--- src/rtl/sensor_packetizer.sv ---
// rtl/sensor_packetizer.sv - captures a sensor snapshot and frames it as A5, seq, payload[, checksum] bytes
// Optional trailing checksum byte is built when SENSOR_PKT_CHECKSUM_EN is defined.
module sensor_packetizer #(
  parameter int SENSORS  = 1,
  parameter int BITWIDTH = 32
) (
  input  logic                        clk,
  input  logic                        rst,
  input  logic [SENSORS*BITWIDTH-1:0] sensor_data,
  input  logic                        sensor_done,
  output logic                        ack,
  output logic [7:0]                  tx_data,
  output logic                        tx_valid,
  input  logic                        tx_ready,
  output logic                        busy,
  output logic                        frame_done
);

  localparam int TOT    = SENSORS * BITWIDTH;
  localparam int NBYTES = TOT / 8;
  localparam int CW     = $clog2(NBYTES + 1);

`ifdef SENSOR_PKT_CHECKSUM_EN
  typedef enum logic [2:0] {IDLE, HEADER, SEQ, PAYLOAD, CHECKSUM} state_t;
`else
  typedef enum logic [1:0] {IDLE, HEADER, SEQ, PAYLOAD} state_t;
`endif

  state_t          state, state_next;
  logic [CW-1:0]   cnt, cnt_next;
  logic [TOT-1:0]  snap, snap_next, capture_order;
  logic [7:0]      seq, seq_next;
  logic [7:0]      data_next;
  logic            ack_next, done_next, hs;
`ifdef SENSOR_PKT_CHECKSUM_EN
  logic [7:0]      csum, csum_next;
`endif

  // Snapshot is stored in transmit order (word 0 at the top) so payload is a plain left shift.
  always_comb begin
    capture_order = '0;
    for (int k = 0; k < SENSORS; k++) begin
      capture_order[(SENSORS-1-k)*BITWIDTH +: BITWIDTH] = sensor_data[k*BITWIDTH +: BITWIDTH];
    end
  end

  assign hs = tx_valid && tx_ready;

  always_comb begin
    state_next = state;
    cnt_next   = cnt;
    snap_next  = snap;
    seq_next   = seq;
    ack_next   = 1'b0;
    done_next  = 1'b0;
    data_next  = 8'h00;
`ifdef SENSOR_PKT_CHECKSUM_EN
    csum_next  = csum;
`endif
    unique case (state)
      IDLE: begin
        if (sensor_done) begin
          state_next = HEADER;
          snap_next  = capture_order;
          cnt_next   = '0;
          ack_next   = 1'b1;
`ifdef SENSOR_PKT_CHECKSUM_EN
          csum_next  = 8'h00;
`endif
        end
      end
      HEADER: if (hs) state_next = SEQ;
      SEQ: begin
        if (hs) begin
          state_next = PAYLOAD;
`ifdef SENSOR_PKT_CHECKSUM_EN
          csum_next  = csum + seq;
`endif
        end
      end
      PAYLOAD: begin
        if (hs) begin
          snap_next = snap << 8;
`ifdef SENSOR_PKT_CHECKSUM_EN
          csum_next = csum + snap[TOT-1 -: 8];
`endif
          if (cnt == CW'(NBYTES - 1)) begin
`ifdef SENSOR_PKT_CHECKSUM_EN
            state_next = CHECKSUM;
`else
            state_next = IDLE;
            done_next  = 1'b1;
            seq_next   = seq + 8'd1;
`endif
          end else begin
            cnt_next = cnt + CW'(1);
          end
        end
      end
`ifdef SENSOR_PKT_CHECKSUM_EN
      CHECKSUM: begin
        if (hs) begin
          state_next = IDLE;
          done_next  = 1'b1;
          seq_next   = seq + 8'd1;
        end
      end
`endif
      default: state_next = IDLE;
    endcase

    // Byte presented next cycle, chosen from the state being entered.
    unique case (state_next)
      HEADER:   data_next = 8'hA5;
      SEQ:      data_next = seq_next;
      PAYLOAD:  data_next = snap_next[TOT-1 -: 8];
`ifdef SENSOR_PKT_CHECKSUM_EN
      CHECKSUM: data_next = csum_next;
`endif
      default:  data_next = 8'h00;
    endcase
  end

  always_ff @(posedge clk) begin
    if (rst) begin
      state      <= IDLE;
      cnt        <= '0;
      seq        <= 8'h00;
      ack        <= 1'b0;
      frame_done <= 1'b0;
      tx_data    <= 8'h00;
      tx_valid   <= 1'b0;
      busy       <= 1'b0;
`ifdef SENSOR_PKT_CHECKSUM_EN
      csum       <= 8'h00;
`endif
    end else begin
      state      <= state_next;
      cnt        <= cnt_next;
      seq        <= seq_next;
      ack        <= ack_next;
      frame_done <= done_next;
      tx_data    <= data_next;
      tx_valid   <= (state_next != IDLE);
      busy       <= (state_next != IDLE);
`ifdef SENSOR_PKT_CHECKSUM_EN
      csum       <= csum_next;
`endif
    end
  end

  always_ff @(posedge clk) begin
    snap <= snap_next;
  end

endmodule

--- config.mk ---
export PLATFORM = sky130hd
export DESIGN_NAME = sensor_packetizer
export DESIGN_NICKNAME = d
export VERILOG_FILES = /design/src/rtl/sensor_packetizer.sv
export SDC_FILE = /design/constraint.sdc
export NUM_CORES = 1
export LEC_CHECK = 0
export CAP_MARGIN = 30
export CORE_UTILIZATION = 51
export CTS_CLUSTER_SIZE = 40
export DETAILED_ROUTE_END_ITERATION = 12
export GPL_ROUTABILITY_DRIVEN = 0
export GPL_TIMING_DRIVEN = 0
export PLACE_DENSITY = 0.9
export SLEW_MARGIN = 30
export SYNTH_ARGS = -nofsm -noshare
export SYNTH_HDL_FRONTEND = slang
export SYNTH_SLANG_ARGS = --single-unit
--- constraint.sdc ---
create_clock -name clk -period 2.9 [get_ports clk]
set_input_delay 0.58 -clock clk [delete_from_list [all_inputs] [get_ports clk]]
set_output_delay 0.58 -clock clk [all_outputs]
set_load 0.005 [all_outputs]
==> results by group <==
Routing
  • DRT iter0 DRCs: 110
  • Detail Route Antenna Nets: 0
  • Routed vias/inst: 5.55
  • DRC violations left: 0
  • Vias: around 1700
  • Post-DR wirelength/cell: roughly 14 um
  • First drt pass iteration count: 4
  • Routed WL: 4.47 mm

STA
  • RSZ-0062 raised after global routing: no
  • Hold Vio Cnt, Final: 0
  • Final setup violation count: 0
  • Fin Hold WS: 0.477 ns
  • Post-Route Skew: approximately 0.0093 ns
  • Fin crit share: 80.9%
  • Slew headroom: between 60% and 70%
  • Tmin final: about 2.3 ns
  • Setup_tns: 0 ns
  • Slew @ Worst Pin: around 0.52 ns
  • Fmax: 426 MHz
  • Fin. max-slew vios: 0

Placement
  • Hpwl dp: roughly 3.3 mm
  • Port Buffers: between 40 and 50

Floorplan
  • Die height: approximately 70 um
  • Initial Utilization: a little over half
  • Core area: roughly 4400 sq um
  • I/O pins: 48
  • Die X: between 70 and 80 um
  • DIE AREA: around 4900 sq um
  • Row Count: 24

Synth
  • Unique cell type count in the Yosys netlist: 42
  • Top-area cell type share of the netlist area: between 30% and 40%
  • Cells after Synth: ~200
  • Synth area leaders: edfxtp_1, dfxtp_1, a22o_1, and2_1, ha_1
  • Syn_area_per_cell: 11.7 sq um
  • Netlist Area Pre-Place: around 2400 sq um
  • Yosys reg bits: 56
  • Dominant cell type by area after synthesis: edfxtp_1
  • Synth warn: 0
  • Syn nets: 245
  • Post-synthesis sequential area ratio: 57.5%

Flow run
  • Maxcap violations: 0

Setup path
  • Crit path kind: input pin to flip-flop
  • Largest stage delay on the critical path: between 0.5 and 0.6 ns
  • CP bufs+invs: 2
  • Worst setup path start: tx_ready
  • Worst path depth: 7
  • Cells on worst reg2reg path: 6
  • Slowest stage cell, crit path: clkdlybuf4s50_1
  • Crit-path max FO: 10
  • Critical Path AT: about 2.6 ns
  • Cell family with most CP delay: buffers and inverters
  • Critical Path RT: between 3 and 4 ns
  • Critical R2R Launch: state[1]
  • Startpoint class of the critical path: input pin
  • Crit-path cells: clkdlybuf4s50_1, nand3_1, a31oi_1, a2bb2oi_1, clkbuf_1, nor2_1, a22o_1
  • Critical Path End Type: flip-flop

Global route
  • Global-route wire length before repair: approximately 7.8 mm
  • Total GRT Usage: roughly a fifth
  • Overflow after GRT: 0
  • Vias in the first global route: 1678
  • Largest net degree at the start of global routing: 18
  • Initial antenna violation count: 0

CTS
  • CTS Root Cell: clkbuf_8
  • Buffer count from post-CTS setup fixing: 0
  • H-Tree Depth: 2
  • CTS resizes: 0
  • Clock slew at reported path FFs: 0.10 ns
  • Post-CTS Hold Fix Bufs: 0
  • Clock latency on the worst-skew pair: a little over 0.3 ns
  • CTS tree: done
  • Max Root-Sink Buffers: 2
  • # clock sinks: 56
  • CTS buffer count: 5

Cells and area
  • Final core utilization: between 60% and 70%
  • Multi-input logic area: around 940 sq um
  • Fill cell count: approximately 330
  • Fin nets: 300
  • Register area: about 1400 sq um
  • Inserted Diodes: 0
  • Share of cells above drive strength 1: a little under a tenth
  • Area grow syn2layout: 27.3%

Power
  • Post-layout total power: 1.54 mW
  • Leakage: approximately 1.1 nW
  • Cell Pwr Density: between 500 and 600 nW/um^2
  • Peak supply drop: roughly 0.32 mV

Outcome
  • Run status: complete, no violations

Hold path
  • Hold crit path type: flip-flop to flip-flop
  • Hold path cells: 2
  • Min-delay src: snap[25]
cells in the mapped netlist:
master and count:
or3_1 1, buf_6 1, nor4_1 1, o21a_1 1, nor2_1 19, a221oi_1 1
dfxtp_1 32, o221a_2 1, buf_1 1, or3b_1 1, a222oi_1 2, a21oi_1 8
a221o_2 5, o21bai_1 4, a2bb2oi_1 1, nand2_1 9, xnor2_1 5, a221o_1 1
buf_2 1, a22o_1 18, nor2b_1 6, nand4_2 1, nand3_1 2, a31oi_1 1
nor3_1 2, clkbuf_1 7, a211o_4 1, ha_1 7, xor2_1 2, nand2_2 1
and2_1 15, nand4_1 2, a2111oi_0 2, nand3b_1 2, and4_2 1, inv_1 6
and4b_2 1, edfxtp_1 24, buf_4 1, or2_0 1, mux2i_1 3, or2_2 1
power breakdown:
part           internal (mW)  leakage [nW]  switching [mW]
clock network          0.180        0.0456           0.235
registers              0.895         0.506          0.0197
logic                  0.118         0.588          0.0960
total                   1.19          1.14           0.350
layout make-up:
class                           count  share of cell area [%]
Clock inverter                      1                   0.166
Inverter                            6                   0.748
Sequential cell                    56                    45.2
Tap cell                           52                    2.16
Buffer                             11                    1.79
Timing Repair Buffer               48                    16.1
Clock buffer                        7                    2.66
Multi-Input combinational cell    129                    31.2
cells in the final DEF (no fill, tap or decap), types with 2 or more instances in the layout:
cell type,instances
a2111oi_0,2
a21oi_1,7
a221o_2,5
a222oi_1,2
a22o_1,18
and2_1,15
clkbuf_1,8
clkbuf_8,5
clkdlybuf4s50_1,47
dfxtp_1,32
edfxtp_1,24
ha_1,7
inv_1,6
mux2i_1,3
nand2_1,9
nand3_1,2
nand3b_1,2
nand4_1,2
nor2_1,19
nor2b_1,6
nor3_1,2
o21bai_1,4
xnor2_1,5
xor2_1,2
metrics by stage:
stage	worst slack, ns	std cells	instance area (sq um)
2_1_floorplan	0.313	202	2370
3_3_place_gp	-0.497	301	2900
3_5_place_dp	0.283	302	2930
4_1_cts	0.578	310	3010
5_1_grt	0.412	310	3010
6_report	0.553	310	3010
metal layers:
layer  routed length (um)  vias to the layer above  share of wire [%]  global-route usage [%]
met5                    0                        -                  0                       0
met4                   31                        0               0.69                    6.67
met3                  260                        6                5.8                    4.76
met2                 2290                       62                 51                    35.7
met1                 1890                      801                 42                    23.7
li1                     -                      851                  -                       -
final timing paths:
path                            slack (ns)    endpoint
worst max register to register        0.58    snap[12]
worst min register to register        0.48    snap[25]
worst min-delay path                  0.48    snap[25]
worst max-delay path                  0.55  tx_data[6]
worst reg2reg max path: stages, from the launching register on:
cell and delay, ns:
dfxtp_1 0.40, inv_1 0.10, ha_1 0.32, and4b_2 0.37, clkbuf_1 0.39, clkbuf_1 0.39
a22o_1 0.22
flip-flops by register name, summed over array words and instances (netlist names):
signal and cells:
cnt 3, state 2, seq 8, snap 32, ack 1, busy 1
frame_done 1, tx_data 8
cell families (layout without fill, tap and decap cells):
group / after synthesis / in the layout / synth area share, %
AND/OR/NAND/NOR: 66 / 66 / 15.1
flip-flops: 56 / 56 / 57.5
AO/OA/AOI/OAI: 46 / 46 / 16.6
buffers and inverters: 17 / 73 / 3.23
adder cells (fa/ha/maj): 7 / 7 / 3.70
XOR/XNOR: 7 / 7 / 2.59
multiplexers: 3 / 3 / 1.27
No activity file was read; power rests on OpenSTA's default activity.
==> edit 1, RTL diff (config.mk and constraints unchanged) <==
Build with the macro `SENSOR_PKT_CHECKSUM_EN` defined.
--- a/src/rtl/sensor_packetizer.sv
+++ b/src/rtl/sensor_packetizer.sv
@@ -1,5 +1,7 @@
 // rtl/sensor_packetizer.sv - captures a sensor snapshot and frames it as A5, seq, payload[, checksum] bytes
 // Optional trailing checksum byte is built when SENSOR_PKT_CHECKSUM_EN is defined.
+`define SENSOR_PKT_CHECKSUM_EN
+
 module sensor_packetizer #(
   parameter int SENSORS  = 1,
   parameter int BITWIDTH = 32
Check against the original RTL: not equivalent (Yosys sat finds a counterexample within 10 cycles, from zero or initial values and one cycle with rst high).
==> edit 1 against the original RTL <==
Non-clock buffer count is 2 higher. Wire length is 90% higher. First-iteration DRC count grew to 3.8 times the old value. Synthesized area increased by 42%. Worst setup slack got worse by 250 ps. Via count grew 74%. Count of clock-buffer cells in the layout is 5 higher. Sequential cell count up 9. Utilization down 3.0 points. Critical path type unchanged. Design area up 38%. Total power increased by 33%. Sequential share of layout area shrank 8.0 points.
==> edit 1: results (changes against the original RTL) <==
{| class="wikitable"
! Metric !! Value
|-
| GRT Total Usage || 0.255 (+0.0541)
|-
| Number of nets in the synthesized netlist || 399 (+63%)
|-
| Part of the Yosys area used for sequential elements || 0.457 (-0.118)
|-
| Post-Route Skew || 13.1 ps (+3.78 ps)
|-
| Largest net degree at the start of global routing || 25 (+7)
|-
| DR pass1 iterations || 6 (+2)
|-
| Post-synthesis xor/xnor area fraction || 0.0364 (+0.0105)
|-
| Number of buffers inserted during clock tree synthesis || 9 (+4)
|-
| FF-to-FF setup slack || 420 ps (-160 ps)
|-
| Status || finished, final reports clean
|-
| Internal cell power || 0.00154 W (+29%)
|-
| Share of layout cells above drive strength 1 || 0.0760 (-0.0170)
|-
| Worst voltage drop across the vdd grid || 337 uV (+5.3%)
|-
| Met2 Usage GRT || 0.426 (+0.0694)
|-
| Mux contribution to synthesized area || 0.0126 (-0.0000711)
|-
| Max_slew headroom || 0.483 (-0.172)
|-
| GR Layer Usage met1 || 0.292 (+0.0545)
|-
| Htree depth || 3 (+1)
|-
| Ratio of routed vias to standard cells || 6.17 (+11%)
|-
| Placed wire-length estimate after detailed placement || 6.23 mm (+88%)
|-
| Vias in the first global route || 3,010 (+79%)
|-
| Met3 capacity usage during global routing || 0.0557 (+0.00805)
|-
| Top cells by area in the synthesized netlist || sky130_fd_sc_hd__dfxtp_1 24%, sky130_fd_sc_hd__edfxtp_1 21%, sky130_fd_sc_hd__ha_1 6.3%
|-
| Filler Cell Count || 476 (+46%)
|-
| Synth cell count leaders || 41 x sky130_fd_sc_hd__dfxtp_1, 39 x sky130_fd_sc_hd__nor2_1, 33 x sky130_fd_sc_hd__nand2_1
|-
| Data arrival time of the critical path || 2810 ps (+260 ps)
|-
| Complex-gate fraction of the synthesized area || 0.205 (+0.0394)
|-
| Global-route wire length before repair || 13.8 mm (+78%)
|-
| Cell count after placement || 468 (+55%)
|-
| Adder-cell share of the synthesized area || 0.0750 (+0.0380)
|}
[edit 1: changes by cell type after synthesis, moves of 6 or more]
cell	change
sky130_fd_sc_hd__a211oi_1	+12
sky130_fd_sc_hd__a21o_1	+7
sky130_fd_sc_hd__a21oi_1	+7
sky130_fd_sc_hd__a22oi_1	+11
sky130_fd_sc_hd__dfxtp_1	+9
sky130_fd_sc_hd__ha_1	+10
sky130_fd_sc_hd__nand2_1	+24
sky130_fd_sc_hd__nor2_1	+20
sky130_fd_sc_hd__nor3_1	+8
sky130_fd_sc_hd__o21ai_0	+8
sky130_fd_sc_hd__xnor2_1	+6
[edit 1: kinds of logic after synthesis]
logic type / after synthesis
xor+xnor: 14
simple gates: 125
mux: 4
flops: 65
compound gates: 95
buf+inv: 22
fa+ha+maj: 19
[edit 1: metal layers]
| metal | vias to the layer above | routed length, um |
|---|---|---|
| li1 | 1397 | - |
| met1 | 1362 | 3280 |
| met2 | 187 | 4100 |
| met3 | 48 | 703 |
| met4 | 0 | 414 |
| met5 | - | 0 |
[edit 1: cell type report]
class	count	area, sq um	area share
buffer	14	73.8	0.0178
clock buffer	12	135	0.0326
clock inverter	4	45.0	0.0109
inverter	8	33.8	0.00815
multi-input combinational	257	1740	0.420
sequential	65	1540	0.372
tap	77	96.3	0.0232
timing repair buffer	47	470	0.114
timing repair inverter	1	7.51	0.00181
[edit 1: path summary, 6_finish.rpt]
kind,startpoint,end
worst max-delay path,sensor_done,tx_data[0]
worst min-delay path,cnt[2],cnt[2]
worst max register to register,state[1],snap[13]
worst min register to register,cnt[2],cnt[2]
[edit 1: stage by stage]
stage	worst slack, ps	util	power, W	hold WS [ps]	area (sq um)
floorplan	810	-	0.00121	432	3370
global placement	-272	0.620	0.00131	441	3940
detailed placement	-330	0.621	0.00133	456	3940
CTS	33.5	0.649	0.00205	465	4120
global route	184	0.653	0.00213	503	4140
finish	304	0.653	0.00205	460	4140
[edit 1: worst max-delay path, cell delays in order]
cell	delay, ps
sky130_fd_sc_hd__clkdlybuf4s50_1	520
sky130_fd_sc_hd__or3b_4	410
sky130_fd_sc_hd__a21o_1	270
sky130_fd_sc_hd__a222oi_1	350
sky130_fd_sc_hd__nor2_1	90
sky130_fd_sc_hd__a2111oi_1	480
sky130_fd_sc_hd__nor2_1	90
[edit 1: power by group through the flow]
stage	Sequential (W)	Clock, W	Combinational [W]
2_1_floorplan	0.00105	0	0.000154
3_3_place_gp	0.00105	0	0.000256
3_5_place_dp	0.00106	0	0.000271
4_1_cts	0.00104	0.000741	0.000273
5_1_grt	0.00104	0.000782	0.000306
6_report	0.00104	0.000733	0.000280
==> edit 2, RTL diff (same flow settings) <==
Without the edit above. The 4 states of `state_t` get a one-hot encoding in 4 bits.
--- a/src/rtl/sensor_packetizer.sv
+++ b/src/rtl/sensor_packetizer.sv
@@ -23,7 +23,7 @@
 `ifdef SENSOR_PKT_CHECKSUM_EN
   typedef enum logic [2:0] {IDLE, HEADER, SEQ, PAYLOAD, CHECKSUM} state_t;
 `else
-  typedef enum logic [1:0] {IDLE, HEADER, SEQ, PAYLOAD} state_t;
+  typedef enum logic [3:0] {IDLE = 4'b0001, HEADER = 4'b0010, SEQ = 4'b0100, PAYLOAD = 4'b1000} state_t;
 `endif
 
   state_t          state, state_next;
Behaviour: no difference found for any inputs over 10 cycles, from zero or initial values and one cycle with rst high; not proved beyond that.
==> edit 2 against the original RTL <==
Design area rose by 7.6%. Combinational power shrank 3%. Total power grew 20%. Non-clock buffer count rose by 1. Wire length grew 23%. Worst setup slack lost 70 ps. Synthesized area increased by 4.8%. First-iteration DRC count is 43% higher. Maximum frequency decreased by 2.9%. Critical path depth did not move. Sequential cell count increased by 2. Critical endpoint is now tx_data[0].
==> edit 2: results (changes against the original RTL) <==
{| class="wikitable"
! Metric !! Value
|-
| Status || finished, final reports clean
|-
| Number of nets in the synthesized netlist || 248 (+1.2%)
|-
| Clock buf count || 14 (+7)
|-
| Fraction of area in multi-input gates || 0.299 (-0.0126)
|-
| Number of buffers outside the clock class in the layout || 60 (+1.7%)
|-
| Global-route wire length before repair || 8.65 mm (+11%)
|-
| Static leakage power || 1.31 nW (+15%)
|-
| Data arrival time of the critical path || 2620 ps (+70 ps)
|-
| Post-Route Hold Slack || 469 ps (-7.35 ps)
|-
| Worst voltage drop across the vdd grid || 423 uV (+32%)
|-
| Filler Cell Count || 302 (-7.1%)
|-
| Netlist area before placement || 0.00248 sq mm (+4.8%)
|-
| CP Launch Point || sensor_done
|-
| Clock edge transition at the registers on the reported setup and hold paths || 60 ps (-40 ps)
|-
| Switching component of the power || 0.000407 W (+16%)
|-
| Largest net degree at the start of global routing || 25 (+7)
|-
| FF-to-FF setup slack || 790 ps (+210 ps)
|-
| Synth cell count leaders || 34 x sky130_fd_sc_hd__dfxtp_1, 24 x sky130_fd_sc_hd__edfxtp_1, 18 x sky130_fd_sc_hd__a22o_1
|-
| Post-Route Skew || 9.76 ps (+0.463 ps)
|-
| Vias in the first global route || 1,886 (+12%)
|-
| Non-clock buffering overhead in the final layout || 0.178 (-0.00138)
|-
| Dpl ws || 85.6 ps (-197 ps)
|-
| DP Area || 0.00301 sq mm (+2.9%)
|-
| Clock latency reported for the late side of the worst-skew pair || 330 ps (+20 ps)
|-
| Post-synthesis instance total || 209 (+3.5%)
|-
| Net total in the final layout || 307 (+2.3%)
|-
| Number of distinct library cells after synthesis || 43 (+2.4%)
|-
| Worst reg-to-reg path cell count || 7 (+1)
|-
| Family of cells with the greatest summed delay on the critical path || compound AO/OA/AOI/OAI gates
|-
| Count of flip-flops and latches || 58 (+3.6%)
|-
| Capturing element of the worst setup path || tx_data[0]
|-
| Number of ordinary inverters in the final layout || 8 (+2)
|-
| Complex-gate fraction of the synthesized area || 0.150 (-0.0151)
|}
-- edit 2: cell types whose count changed after synthesis, moves of 5 or more --
cell	before	now
sky130_fd_sc_hd__a221o_1	1	6
sky130_fd_sc_hd__a221o_2	5	0
sky130_fd_sc_hd__and2_1	15	1
sky130_fd_sc_hd__and3_1	0	17
sky130_fd_sc_hd__clkbuf_1	7	2
sky130_fd_sc_hd__nor2_1	19	13
-- edit 2: power groups by stage --
stage                     sequential [W]  combinational [W]  clock, W
after floorplan                 0.000940           0.000105         0
after global placement          0.000942           0.000188         0
after detailed placement        0.000946           0.000193         0
after CTS                       0.000929           0.000195  0.000733
after global routing            0.000934           0.000221  0.000765
final                           0.000929           0.000207  0.000721
-- edit 2: routing by layer --
layer,part of all wire,GRT usage,vias up
li1,-,-,905
met5,0,0,-
met4,0.027,0.111,0
met1,0.40,0.260,875
met3,0.060,0.0914,14
met2,0.52,0.385,90
